$ cat src/rtl/mem_burst_reader_if.sv
// Bus bundle for mem_burst_reader: job request/status, memory read port and
// the output stream. master = the reader, slave = memory/core/job source.
interface mem_burst_reader_if;
   logic        start;
   logic [15:0] base_addr;
   logic [15:0] count;
   logic        busy;
   logic        done;
   logic        mem_read;
   logic        mem_write;
   logic [15:0] mem_address;
   logic [15:0] mem_data_in;
   logic        out_valid;
   logic [15:0] out_data;
   logic        out_ready;
   logic        out_last;

   modport master (
      input  start, base_addr, count, mem_data_in, out_ready,
      output busy, done, mem_read, mem_write, mem_address,
             out_valid, out_data, out_last
   );

   modport slave (
      output start, base_addr, count, mem_data_in, out_ready,
      input  busy, done, mem_read, mem_write, mem_address,
             out_valid, out_data, out_last
   );
endinterface

$ cat src/rtl/mem_burst_reader.sv
// mem_burst_reader: fetches count consecutive words starting at base_addr
// and streams them through a FIFO_DEPTH-word buffer to a valid/ready sink.
// Optional feature: define MEM_BURST_READER_LAST_EN to drive out_last on the
// final word of each job; otherwise out_last is tied low.
module mem_burst_reader #(
   parameter int FIFO_DEPTH = 4
) (
   input  logic                clk,
   input  logic                rst_n,
   mem_burst_reader_if.master  bus
);

   localparam int          AW      = $clog2(FIFO_DEPTH);
   localparam logic [AW:0] DEPTH_C = (AW+1)'(FIFO_DEPTH);

   typedef enum logic [1:0] {IDLE, FETCH, DRAIN, DONE} state_t;

   state_t      state;
   logic        busy_q;
   logic        done_q;
   logic [15:0] addr_q;
   logic [15:0] remaining;

   logic [FIFO_DEPTH-1:0][15:0] fifo_mem;
   logic [AW-1:0]               wr_ptr;
   logic [AW-1:0]               rd_ptr;
   logic [AW:0]                 fifo_cnt;
   logic                        fifo_full;
   logic                        push;
   logic                        pop;
   logic                        rd_en;

   // Fullness is judged on the registered count only, so a pop in the same
   // cycle never frees a slot for a push.
   assign fifo_full = (fifo_cnt == DEPTH_C);
   assign rd_en     = (state == FETCH) && (remaining != 16'd0) && !fifo_full;
   assign push      = rd_en;
   assign pop       = bus.out_valid && bus.out_ready;

   assign bus.busy        = busy_q;
   assign bus.done        = done_q;
   assign bus.mem_read    = rd_en;
   assign bus.mem_write   = 1'b0;
   assign bus.mem_address = addr_q;
   assign bus.out_valid   = (fifo_cnt != '0);
   assign bus.out_data    = fifo_mem[rd_ptr];

   // Stream buffer: memory data is captured on the edge that ends a read cycle.
   always_ff @(posedge clk or negedge rst_n) begin
      if (!rst_n) begin
         fifo_mem <= '0;
         wr_ptr   <= '0;
         rd_ptr   <= '0;
         fifo_cnt <= '0;
      end else begin
         if (push) begin
            fifo_mem[wr_ptr] <= bus.mem_data_in;
            wr_ptr           <= wr_ptr + 1'b1;
         end
         if (pop)
            rd_ptr <= rd_ptr + 1'b1;
         case ({push, pop})
            2'b10:   fifo_cnt <= fifo_cnt + 1'b1;
            2'b01:   fifo_cnt <= fifo_cnt - 1'b1;
            default: fifo_cnt <= fifo_cnt;
         endcase
      end
   end

   // Job sequencer: IDLE -> FETCH -> DRAIN -> DONE, with busy/done registered.
   always_ff @(posedge clk or negedge rst_n) begin
      if (!rst_n) begin
         state     <= IDLE;
         busy_q    <= 1'b0;
         done_q    <= 1'b0;
         addr_q    <= '0;
         remaining <= '0;
      end else begin
         done_q <= 1'b0;
         case (state)
            IDLE: begin
               if (bus.start) begin
                  addr_q    <= bus.base_addr;
                  remaining <= bus.count;
                  if (bus.count == 16'd0) begin
                     state  <= DONE;
                     done_q <= 1'b1;
                  end else begin
                     state  <= FETCH;
                     busy_q <= 1'b1;
                  end
               end
            end
            FETCH: begin
               if (push) begin
                  addr_q    <= addr_q + 16'd1;   // wraps FFFF -> 0000
                  remaining <= remaining - 16'd1;
                  if (remaining == 16'd1)
                     state <= DRAIN;
               end
            end
            DRAIN: begin
               // Finish on the edge that pops the final buffered word.
               if ((fifo_cnt == '0) || (pop && fifo_cnt == (AW+1)'(1))) begin
                  state  <= DONE;
                  busy_q <= 1'b0;
                  done_q <= 1'b1;
               end
            end
            default: begin
               state <= IDLE;
            end
         endcase
      end
   end

`ifdef MEM_BURST_READER_LAST_EN
   logic [15:0] pop_left;

   // Words still to be handed to the core; the head is last when one remains.
   always_ff @(posedge clk or negedge rst_n) begin
      if (!rst_n)
         pop_left <= '0;
      else if (state == IDLE && bus.start)
         pop_left <= bus.count;
      else if (pop)
         pop_left <= pop_left - 16'd1;
   end

   assign bus.out_last = bus.out_valid && (pop_left == 16'd1);
`else
   assign bus.out_last = 1'b0;
`endif

endmodule

$ cat src/flat_wrapper.sv
// flat-port wrapper written by rule: the top's interface ports become plain ports
module mem_burst_reader_flat 
#(
   parameter int FIFO_DEPTH = 4
)
  (clk, rst_n, bus_start, bus_base_addr, bus_count, bus_mem_data_in, bus_out_ready, bus_busy, bus_done, bus_mem_read, bus_mem_write, bus_mem_address, bus_out_valid, bus_out_data, bus_out_last);
  mem_burst_reader_if bus_i ();
  input  logic clk;
  input  logic rst_n;
  input wire logic [$bits(bus_i.start)-1:0] bus_start;
  input wire logic [$bits(bus_i.base_addr)-1:0] bus_base_addr;
  input wire logic [$bits(bus_i.count)-1:0] bus_count;
  input wire logic [$bits(bus_i.mem_data_in)-1:0] bus_mem_data_in;
  input wire logic [$bits(bus_i.out_ready)-1:0] bus_out_ready;
  output wire logic [$bits(bus_i.busy)-1:0] bus_busy;
  output wire logic [$bits(bus_i.done)-1:0] bus_done;
  output wire logic [$bits(bus_i.mem_read)-1:0] bus_mem_read;
  output wire logic [$bits(bus_i.mem_write)-1:0] bus_mem_write;
  output wire logic [$bits(bus_i.mem_address)-1:0] bus_mem_address;
  output wire logic [$bits(bus_i.out_valid)-1:0] bus_out_valid;
  output wire logic [$bits(bus_i.out_data)-1:0] bus_out_data;
  output wire logic [$bits(bus_i.out_last)-1:0] bus_out_last;
  assign bus_i.start = bus_start;
  assign bus_i.base_addr = bus_base_addr;
  assign bus_i.count = bus_count;
  assign bus_i.mem_data_in = bus_mem_data_in;
  assign bus_i.out_ready = bus_out_ready;
  assign bus_busy = bus_i.busy;
  assign bus_done = bus_i.done;
  assign bus_mem_read = bus_i.mem_read;
  assign bus_mem_write = bus_i.mem_write;
  assign bus_mem_address = bus_i.mem_address;
  assign bus_out_valid = bus_i.out_valid;
  assign bus_out_data = bus_i.out_data;
  assign bus_out_last = bus_i.out_last;
  mem_burst_reader #(.FIFO_DEPTH(FIFO_DEPTH)) u_core (.clk(clk), .rst_n(rst_n), .bus(bus_i));
endmodule
$ cat config.mk
export PLATFORM = sky130hd
export DESIGN_NAME = mem_burst_reader_flat
export DESIGN_NICKNAME = d
export VERILOG_FILES = /design/src/rtl/mem_burst_reader_if.sv /design/src/rtl/mem_burst_reader.sv /design/src/flat_wrapper.sv
export SDC_FILE = /design/constraint.sdc
export NUM_CORES = 1
export LEC_CHECK = 0
export ABC_AREA = 1
export BUFFER_PORTS_ARGS = -buffer_cell sky130_fd_sc_hd__buf_2
export CORE_MARGIN = 10
export CORE_UTILIZATION = 46
export DETAILED_ROUTE_END_ITERATION = 7
export PLACE_DENSITY_LB_ADDON = 0.3
export SLEW_MARGIN = 5
export SYNTH_ARGS = -nofsm -noshare
export SYNTH_HDL_FRONTEND = slang
export SYNTH_SLANG_ARGS = --single-unit
$ cat constraint.sdc
create_clock -name clk -period 4.32 [get_ports clk]
set_input_delay 0 -clock clk [delete_from_list [all_inputs] [get_ports clk]]
set_output_delay 0 -clock clk [all_outputs]
set_load 0.005 [all_outputs]
==> impl_metrics.py, run 1 <==
metrics = {
    "cts": {
        "cts_buffers": 9,
        "cts-resized-gates": 0,
        "clk_latency_ns": 0.36,
        "root_buffer": "clkbuf_16",
        "htree_levels": 3,
        "cts_num_sinks": 107,
        "cts_tree": "built",
        "path_clk_slew_ns": 0.08,
        "clockBufferDepth": 2,
    },
    "cells_and_area": {
        "drive_gt1_frac": 0.129,
        "nFillCells": 1295,
        "nNetsFinal": 1039,
        "fin_util": 0.562,
        "n_antenna_cell": 0,
        "final_common_cell": "nand2_1",
        "mostFrequentLayoutCells": "351 x nand2_1, 115 x o21ai_0, 107 x dfrtp_1, 92 x nor2_1, 86 x buf_2",
        "final_cell_area_um2": 7380,
        "area_growth_pct": 21.1,
    },
    "detailed_routing": {
        "vias_per_cell": 5.07,
        "drc": 0,
        "ant_nets": 0,
        "vias": 5835,
        "wl_per_cell_um": 14.3,
        "drtPass1Iterations": 5,
        "wirelength_mm": 16.5,
        "drt-initial-drc-count": 408,
    },
    "critical_path": {
        "cp_max_fo": 73,
        "start_kind": "register",
        "worst-setup-path-type": "register to register",
        "arrival_ns": 3.04,
        "critical_path.cell_chain": "inv_1 > ha_1 > buf_4 > inv_1 > a21oi_1 > nand2_8 > nand2_4 > nand2_4 > inv_4 > nand2_1 > nand2_1",
        "r2r_cells": 11,
        "endpoint_kind": "register",
        "cp_slowest_cell": "dfrtp_1",
        "rr_endpoint": "u_core.bus.mem_address[1]",
        "reg2reg_from": "u_core.state[1]",
        "startpoint": "u_core.state[1]",
        "required_ns": 4.61,
        "slowest_delay_ns": 0.41,
        "reg2reg_slack_ns": 1.57,
    },
    "sta": {
        "finalHoldViolations": 0,
        "tns_ns": 0,
        "timing.final.crit_share": 0.636,
        "max_freq_mhz": 364,
        "setup_viol": 0,
        "max-slew-margin-rel": 0.302,
        "finalMaxSlewViolations": 0,
        "fin_worst_skew_ns": 0.00748,
        "min_period_ns": 2.75,
        "holdWs_ns": 0.0258,
        "rsz0062_at_grt": "no",
        "tightest_slew_ns": 1.05,
    },
    "synthesis": {
        "synth-async-reset-ratio": 1.00,
        "synth_area_per_cell_um2": 7.11,
        "synth_cell_types": 33,
        "synth_edf_count": 0,
        "synth_ff_type": "dfrtp_1",
        "syn_area_um2": 6100,
        "synth_cells": 858,
        "yosysSeqAreaShare": 0.439,
        "ys_ff_latch": 107,
        "ys_warn_count": 0,
    },
    "floorplan": {
        "ios": 90,
        "core_um2": 13100,
        "dieHeight_um": 135,
        "initial_core_util": 0.464,
        "row_count": 42,
        "die-area_um2": 18300,
        "die-width_um": 135,
    },
    "global_route": {
        "grt_pass1_vias": 5650,
        "grt_pass1_wl_mm": 27.5,
        "grt-ovfl-total": 0,
        "grt_max_degree": 78,
        "grt_antenna_before_repair": 0,
        "grt_usage": 0.182,
    },
    "placed_design": {
        "place_area_um2": 6600,
        "gp_congestion": 0.843,
        "port_buffers": 87,
        "dp_hpwl_mm": 10.4,
    },
    "min_path": {
        "hp-start": "bus_base_addr[13]",
        "holdPathStages": 4,
        "min_to": "u_core.bus.mem_address[13]",
        "min_path_type": "input port to register",
    },
    "power": {
        "p_leak_uw": 0.00368,
        "irDropWorstVdd_uv": 323,
        "power.density_nw_per_um2": 739,
    },
    "outcome": {
        "status": "complete, no violations",
    },
    "flow_run": {
        "max-cap-violations": 0,
    },
}
-- where the power goes --
part / internal [uW] / leakage, uW / total, uW / switching (uW)
Combinational: 940 / 0.00222 / 2660 / 1720
Clock: 466 / 0.000153 / 885 / 419
Sequential: 1510 / 0.00130 / 1910 / 400
Total: 2920 / 0.00368 / 5450 / 2530
-- repair_timing --
item                                   in CTS  in global routing
buffers inserted                            0                  0
endpoints found under the hold margin     169                  0
hold buffers                               46                  0
setup endpoints to repair                   0                  0
-- registers in the layout, summed over array words and instances (netlist names) --
name and cells:
u_core.fifo_mem 64, u_core.bus.mem_address 16, u_core.remaining 16, u_core.fifo_cnt 3
u_core.rd_ptr 2, u_core.state 2, u_core.wr_ptr 2, u_core.bus.busy 1
u_core.bus.done 1
-- area by class of cell --
type                       instances  area, um2  share of cell area
multi-input combinational        674       3080               0.417
sequential                       107       2680               0.363
timing repair buffer             137        928               0.126
clock buffer                       9        225              0.0305
tap                              176        220              0.0298
inverter                          41        156              0.0212
clock inverter                     7       96.3              0.0130
-- per-layer routing --
metal  up-vias  routed length (um)  global-route usage
met3        21                 833              0.0445
li1       2960                   -                   -
met5         -                   0                   0
met2       142                7870               0.301
met1      2712                7500               0.228
met4         0                 270              0.0580
-- critical path: cells and delay by family (launching register included) --
family | cells | cell delay (ns)
flops | 1 | 0.41
simple gates | 5 | 0.93
fa+ha+maj | 1 | 0.13
buf+inv | 4 | 0.82
compound gates | 1 | 0.35
-- stage by stage --
stage | instances | setup WS, ns | total power [uW]
5_1_grt | 1151 | 1.28 | 5980
3_3_place_gp | 1089 | 1.63 | 4510
3_5_place_dp | 1089 | 1.59 | 4570
6_report | 1151 | 1.57 | 5450
2_1_floorplan | 859 | 2.03 | 3780
4_1_cts | 1151 | 1.57 | 5500
-- logic make-up after synthesis --
kind of cell    Yosys count  share of synthesized area
simple gates            501                      0.333
compound gates          146                      0.124
flops                   107                      0.439
buf+inv                  78                     0.0566
fa+ha+maj                17                     0.0349
xor+xnor                  7                     0.0101
other cells               1                   0.000615
mux                       1                    0.00164
-- cell usage after synthesis, types with 3 or more instances --
master / count / area [um2]
xor2_1: 4 / 35.0
xnor2_1: 3 / 26.3
or2_2: 6 / 37.5
dfrtp_1: 107 / 2680
inv_1: 40 / 150
o21ai_0: 115 / 576
nor2_1: 92 / 345
nor2_4: 3 / 33.8
buf_4: 8 / 60.1
o22ai_1: 16 / 100
nor2_2: 5 / 31.3
nand3_1: 29 / 145
o21ai_1: 5 / 25.0
nand4_1: 6 / 37.5
buf_2: 4 / 20.0
nand3b_1: 3 / 22.5
a21oi_1: 7 / 35.0
ha_1: 17 / 213
clkbuf_1: 21 / 78.8
nand2_1: 351 / 1320
-- worst max path at each step --
stage                                      endpoint  slack [ns]  depth (start not counted)
final                     u_core.bus.mem_address[1]        1.57                         11
after global routing            u_core.remaining[0]        1.28                         11
after CTS                 u_core.bus.mem_address[1]        1.57                         11
after detailed placement  u_core.bus.mem_address[1]        1.59                         11
after global placement           u_core.fifo_cnt[2]        1.63                         11
after floorplan                  u_core.fifo_cnt[2]        2.03                         11
Note: power is estimated with default switching activity, not from simulation.
==> run 2: changes to the inputs <==
--- a/config.mk
+++ b/config.mk
@@ -5,7 +5,7 @@
 export SDC_FILE = /design/constraint.sdc
 export NUM_CORES = 1
 export LEC_CHECK = 0
-export ABC_AREA = 1
+export ABC_AREA = 0
 export BUFFER_PORTS_ARGS = -buffer_cell sky130_fd_sc_hd__buf_2
 export CORE_MARGIN = 10
 export CORE_UTILIZATION = 46
==> constraint.sdc (replaced) <==
create_clock -name clk -period 2.4 [get_ports clk]
set_input_delay 0 -clock clk [delete_from_list [all_inputs] [get_ports clk]]
set_output_delay 0 -clock clk [all_outputs]
set_load 0.005 [all_outputs]
==> impl_metrics.py, run 2 <==
metrics = {
    "outcome": {
        "status": "complete, no violations",
    },
    "sta": {
        "holdWs_ns": 0.0243,
        "setup_viol": 0,
        "timing.final.crit_share": 0.985,
        "min_period_ns": 2.37,
        "fin_worst_skew_ns": 0.00778,
        "finalMaxSlewViolations": 0,
        "rsz0062_at_grt": "yes",
        "max_freq_mhz": 423,
        "max-slew-margin-rel": 0.439,
        "finalHoldViolations": 0,
        "tightest_slew_ns": 0.841,
    },
    "cts": {
        "cts_buffers": 9,
        "clk_latency_ns": 0.35,
        "htree_levels": 3,
        "clockBufferDepth": 2,
        "path_clk_slew_ns": 0.07,
        "cts_num_sinks": 107,
        "cts_tree": "built",
        "postCtsSetupBuffers": 0,
        "root_buffer": "clkbuf_16",
    },
    "cells_and_area": {
        "final_cell_area_um2": 7260,
        "mostFrequentLayoutCells": "107 x dfrtp_1, 86 x buf_2, 65 x mux2_2, 46 x dlygate4sd3_1, 28 x buf_4",
        "nNetsFinal": 705,
        "top_register": "u_core.fifo_mem",
        "n_antenna_cell": 0,
        "final_common_cell": "dfrtp_1",
        "final_cells": 787,
        "area_growth_pct": 28.9,
        "nFillCells": 979,
        "drive_gt1_frac": 0.367,
        "largest_reg_flops": 64,
        "fin_util": 0.604,
    },
    "global_route": {
        "grt_util_met3": 0.0488,
        "busiest_layer": "met2",
        "grt_pass1_wl_mm": 23.2,
        "use_met1": 0.199,
        "grt_usage": 0.172,
        "grt_max_degree": 64,
        "grt-ovfl-total": 0,
        "use_met2": 0.296,
        "grt_antenna_before_repair": 0,
        "grt_pass1_vias": 4706,
    },
    "synthesis": {
        "synth_area_per_cell_um2": 11.7,
        "ys_warn_count": 0,
        "synthTopCellsByCount": "107 x dfrtp_1, 65 x mux2_2, 25 x nand2_1, 24 x o21ai_0, 23 x nor2_1",
        "synth-async-reset-ratio": 1.00,
        "synth_most_common_cell": "dfrtp_1",
        "syn_area_um2": 5630,
        "synth_cells": 481,
        "yosysTopAreaCellShare": 0.476,
        "ys_top_cells_by_area": "dfrtp_1 48%, mux2_2 13%, mux4_2 6.4%, ha_1 3.8%, o21ai_0 2.1%",
        "ys_ff_latch": 107,
        "synth_edf_count": 0,
        "synth_cell_types": 58,
        "synth_ff_type": "dfrtp_1",
        "yosysSeqAreaShare": 0.476,
        "synth_top_area_cell": "dfrtp_1",
    },
    "critical_path": {
        "endpoint_kind": "register",
        "required_ns": 2.62,
        "worst-setup-path-type": "register to register",
        "critical_path.cell_chain": "or4_1 > or3_1 > or3_4 > a22oi_1 > o21ai_0",
        "start_kind": "register",
        "cp_slowest_cell": "or4_1",
        "cp_max_fo": 11,
        "slowest_delay_ns": 0.58,
        "arrival_ns": 2.59,
    },
    "detailed_routing": {
        "vias_per_cell": 5.75,
        "ant_nets": 0,
        "wirelength_mm": 14.4,
        "vias": 4527,
        "drtPass1Iterations": 5,
        "wl_per_cell_um": 18.3,
        "drt-initial-drc-count": 364,
        "drc": 0,
    },
    "floorplan": {
        "dieHeight_um": 131,
        "die-width_um": 131,
        "die-area_um2": 17100,
        "row_count": 40,
        "core_um2": 12000,
        "initial_core_util": 0.469,
        "ios": 90,
    },
    "placed_design": {
        "placed_cells": 726,
        "gp_congestion": 0.875,
        "place_area_um2": 6480,
        "dp_hpwl_mm": 9.96,
        "port_buffers": 87,
    },
    "power": {
        "irDropWorstVdd_uv": 569,
        "power.density_nw_per_um2": 1300,
        "p_total_uw": 9430,
        "p_leak_uw": 0.00314,
    },
    "flow_run": {
        "max-cap-violations": 0,
    },
    "min_path": {
        "min_path_type": "input port to register",
    },
}
run 2: routing by layer:
layer,vias to the layer above,wire (um)
met1,2224,5940
met2,162,7190
met4,0,316
li1,2116,-
met3,25,972
met5,-,0
run 2: cell type report:
cell class / instances / area, um2 / share of cell area
Clock buffer: 9 / 225 / 0.0310
Clock inverter: 6 / 72.6 / 0.0100
Inverter: 14 / 52.6 / 0.00724
Multi-Input combinational cell: 336 / 2790 / 0.384
Sequential cell: 107 / 2680 / 0.369
Tap cell: 147 / 184 / 0.0253
Timing Repair Buffer: 168 / 1260 / 0.174
run 2: path summary, 6_finish.rpt:
| kind | from | to | slack (ns) | cells after the start |
|---|---|---|---|---|
| worst max-delay path | u_core.remaining[11] | u_core.bus.mem_address[8] | 0.03 | 5 |
| worst min-delay path | bus_count[15] | u_core.remaining[15] | 0.02 | 3 |
| worst max register to register | u_core.remaining[11] | u_core.bus.mem_address[8] | 0.03 | 5 |
| worst min register to register | u_core.rd_ptr[0] | u_core.rd_ptr[0] | 0.50 | 1 |
| max in group asynchronous | rst_n | u_core.bus.mem_address[8] | 1.44 | 3 |
| min in group asynchronous | rst_n | u_core.fifo_mem[0] | 0.20 | 2 |
run 2: stage by stage:
step                      TNS (ns)  setup slack (ns)
after floorplan                  0          0.000275
after global placement           0            0.0868
after detailed placement         0            0.0413
after CTS                        0            0.0268
after global routing       -0.0942           -0.0349
final                            0            0.0349
run 2: power by group:
part           internal [uW]  leakage [uW]  switching [uW]
Combinational           2480       0.00176            2070
Sequential              2710       0.00124             689
Clock                    816      0.000143             673
run 2: worst max-delay path: cells and delay by family (launching register included):
family | cells | cell delay (ns)
simple gates | 3 | 1.57
flops | 1 | 0.38
compound gates | 2 | 0.30
run 2: kinds of logic after synthesis:
logic type                 count (synthesis)  synth area share
AOI/OAI and AO/OA                         95             0.113
xor gates and xnor gates                   6           0.00934
adders and majority gates                 17            0.0378
buffers and inverters                     39            0.0351
DFF                                      107             0.476
muxes                                     88             0.206
other                                      1          0.000666
and+or+nand+nor                          128             0.122
run 2: what timing repair did:
| item | CTS | global route |
|---|---|---|
| resized for setup | 0 | 3 |
| endpoints found under the setup margin | 0 | 72 |
| endpoints found under the hold margin | 137 | 0 |
| hold buffers | 46 | 0 |
==> run 3: changes to the inputs <==
==> constraint.sdc (replaced) <==
create_clock -name clk -period 2.3 [get_ports clk]
set_input_delay 0 -clock clk [delete_from_list [all_inputs] [get_ports clk]]
set_output_delay 0 -clock clk [all_outputs]
set_load 0.005 [all_outputs]
==> impl_metrics.py, run 3 (synthesis results as in run 2) <==
metrics = {
    "placed_design": {
        "port_buffers": 87,
        "place_area_um2": 6520,
        "dp_hpwl_mm": 10.0,
        "gp_congestion": 0.865,
        "pre_cts_ws_ns": -0.0215,
    },
    "cts": {
        "root_buffer": "clkbuf_16",
        "cts_num_sinks": 107,
        "cts_tree": "built",
        "clk_latency_ns": 0.35,
        "htree_levels": 3,
        "cts_buffers": 9,
        "path_clk_slew_ns": 0.07,
        "clockBufferDepth": 2,
    },
    "critical_path": {
        "endpoint_kind": "register",
        "required_ns": 2.54,
        "worst-setup-path-type": "register to register",
        "cp_max_fo": 5,
        "start_kind": "register",
        "reg2reg_slack_ns": -0.02,
        "arrival_ns": 2.56,
        "r2r_cells": 6,
    },
    "outcome": {
        "violations": "setup timing",
        "status": "finished with violations",
    },
    "global_route": {
        "grt_max_degree": 108,
        "grt_usage": 0.174,
        "grt_antenna_before_repair": 0,
        "grt-ovfl-total": 0,
        "grt_pass1_vias": 4770,
        "grt_pass1_wl_mm": 23.9,
    },
    "cells_and_area": {
        "n_antenna_cell": 0,
        "fin_util": 0.614,
        "final_cell_area_um2": 7380,
        "area_growth_pct": 31.1,
        "drive_gt1_frac": 0.395,
        "nNetsFinal": 709,
        "top_register": "u_core.fifo_mem",
        "largest_reg_flops": 64,
        "final_common_cell": "dfrtp_1",
        "mostFrequentLayoutCells": "107 x dfrtp_1, 86 x buf_2, 65 x mux2_2, 46 x dlygate4sd3_1, 31 x buf_4",
    },
    "sta": {
        "rsz0062_at_grt": "yes",
        "tightest_slew_ns": 0.662,
        "max-slew-margin-rel": 0.556,
        "timing.final.crit_share": 1.01,
        "tns_ns": -0.0227,
        "min_period_ns": 2.32,
        "holdWs_ns": 0.0311,
        "finalHoldViolations": 0,
        "setup_viol": 2,
        "fin_ws_ns": -0.0211,
        "max_freq_mhz": 431,
        "finalMaxSlewViolations": 0,
        "fin_worst_skew_ns": 0.00838,
    },
    "floorplan": {
        "die-width_um": 131,
        "dieHeight_um": 131,
        "die-area_um2": 17100,
        "core_um2": 12000,
        "initial_core_util": 0.469,
        "ios": 90,
        "row_count": 40,
    },
    "detailed_routing": {
        "ant_nets": 0,
        "wl_per_cell_um": 18.4,
        "wirelength_mm": 14.6,
        "vias_per_cell": 5.72,
        "drc": 0,
        "drtPass1Iterations": 4,
        "vias": 4527,
        "drt-initial-drc-count": 306,
    },
    "min_path": {
        "min_path_type": "input port to register",
        "holdPathStages": 3,
    },
    "flow_run": {
        "max-cap-violations": 0,
    },
    "power": {
        "power.density_nw_per_um2": 1360,
        "p_leak_uw": 0.00318,
        "irDropWorstVdd_uv": 701,
    },
}
[run 3: changes by cell type in the layout (fill, tap and decap cells not counted), moves of 4 or more]
cell,delta
a22oi_1,-6
a22oi_2,+6
buf_6,+4
o21ai_0,-5
o21ai_1,+4
o22ai_1,-4
o22ai_2,+4
[run 3: final cells by class]
cell class	instances	area, um2
inverters	14	52.6
repair buffers	172	1270
flip-flops and latches	107	2680
clock buffers	11	243
clock inverters	5	42.5
fillers	970	4630
well taps	147	184
multi-input cells	336	2910
[run 3: layer usage]
layer	wire length, um	vias up	GRT usage	part of all wire
met1	6240	2273	0.210	0.43
met2	7440	108	0.304	0.51
met3	693	17	0.0391	0.048
li1	-	2129	-	-
met5	0	-	0	0
met4	182	0	0.0517	0.013
[run 3: worst paths after layout]
| path | startpoint | end |
|---|---|---|
| min | bus_base_addr[11] | u_core.bus.mem_address[11] |
| max | u_core.remaining[5] | u_core.bus.mem_address[10] |
| min in group asynchronous | rst_n | u_core.fifo_mem[51] |
| min reg2reg | u_core.rd_ptr[0] | u_core.rd_ptr[0] |
| max in group asynchronous | rst_n | u_core.remaining[6] |
| max reg2reg | u_core.remaining[5] | u_core.bus.mem_address[10] |
[run 3: per-stage QoR]
step	total power, uW	std cells
2_1_floorplan	6530	482
3_3_place_gp	8090	729
3_5_place_dp	8310	729
4_1_cts	9910	791
5_1_grt	10700	792
6_report	10000	792
[run 3: worst max-delay path, stage by stage, from the launching register on]
cell,delay [ns]
dfrtp_1,0.40
or4_4,0.57
or4_4,0.48
buf_4,0.17
nor3_4,0.21
o22ai_2,0.10
a221o_1,0.30
[run 3: power by group]
part	internal, uW	switching, uW
clock	779	721
combinational	2660	2310
sequential	2820	695
total	6270	3730
[run 3: what timing repair did]
| action | CTS | global route |
|---|---|---|
| pin swaps | 0 | 7 |
| setup buffers | 0 | 1 |
| resized for setup | 3 | 17 |
| endpoints found under the hold margin | 200 | 0 |
| setup endpoints to repair | 15 | 68 |
| hold buffers | 46 | 0 |
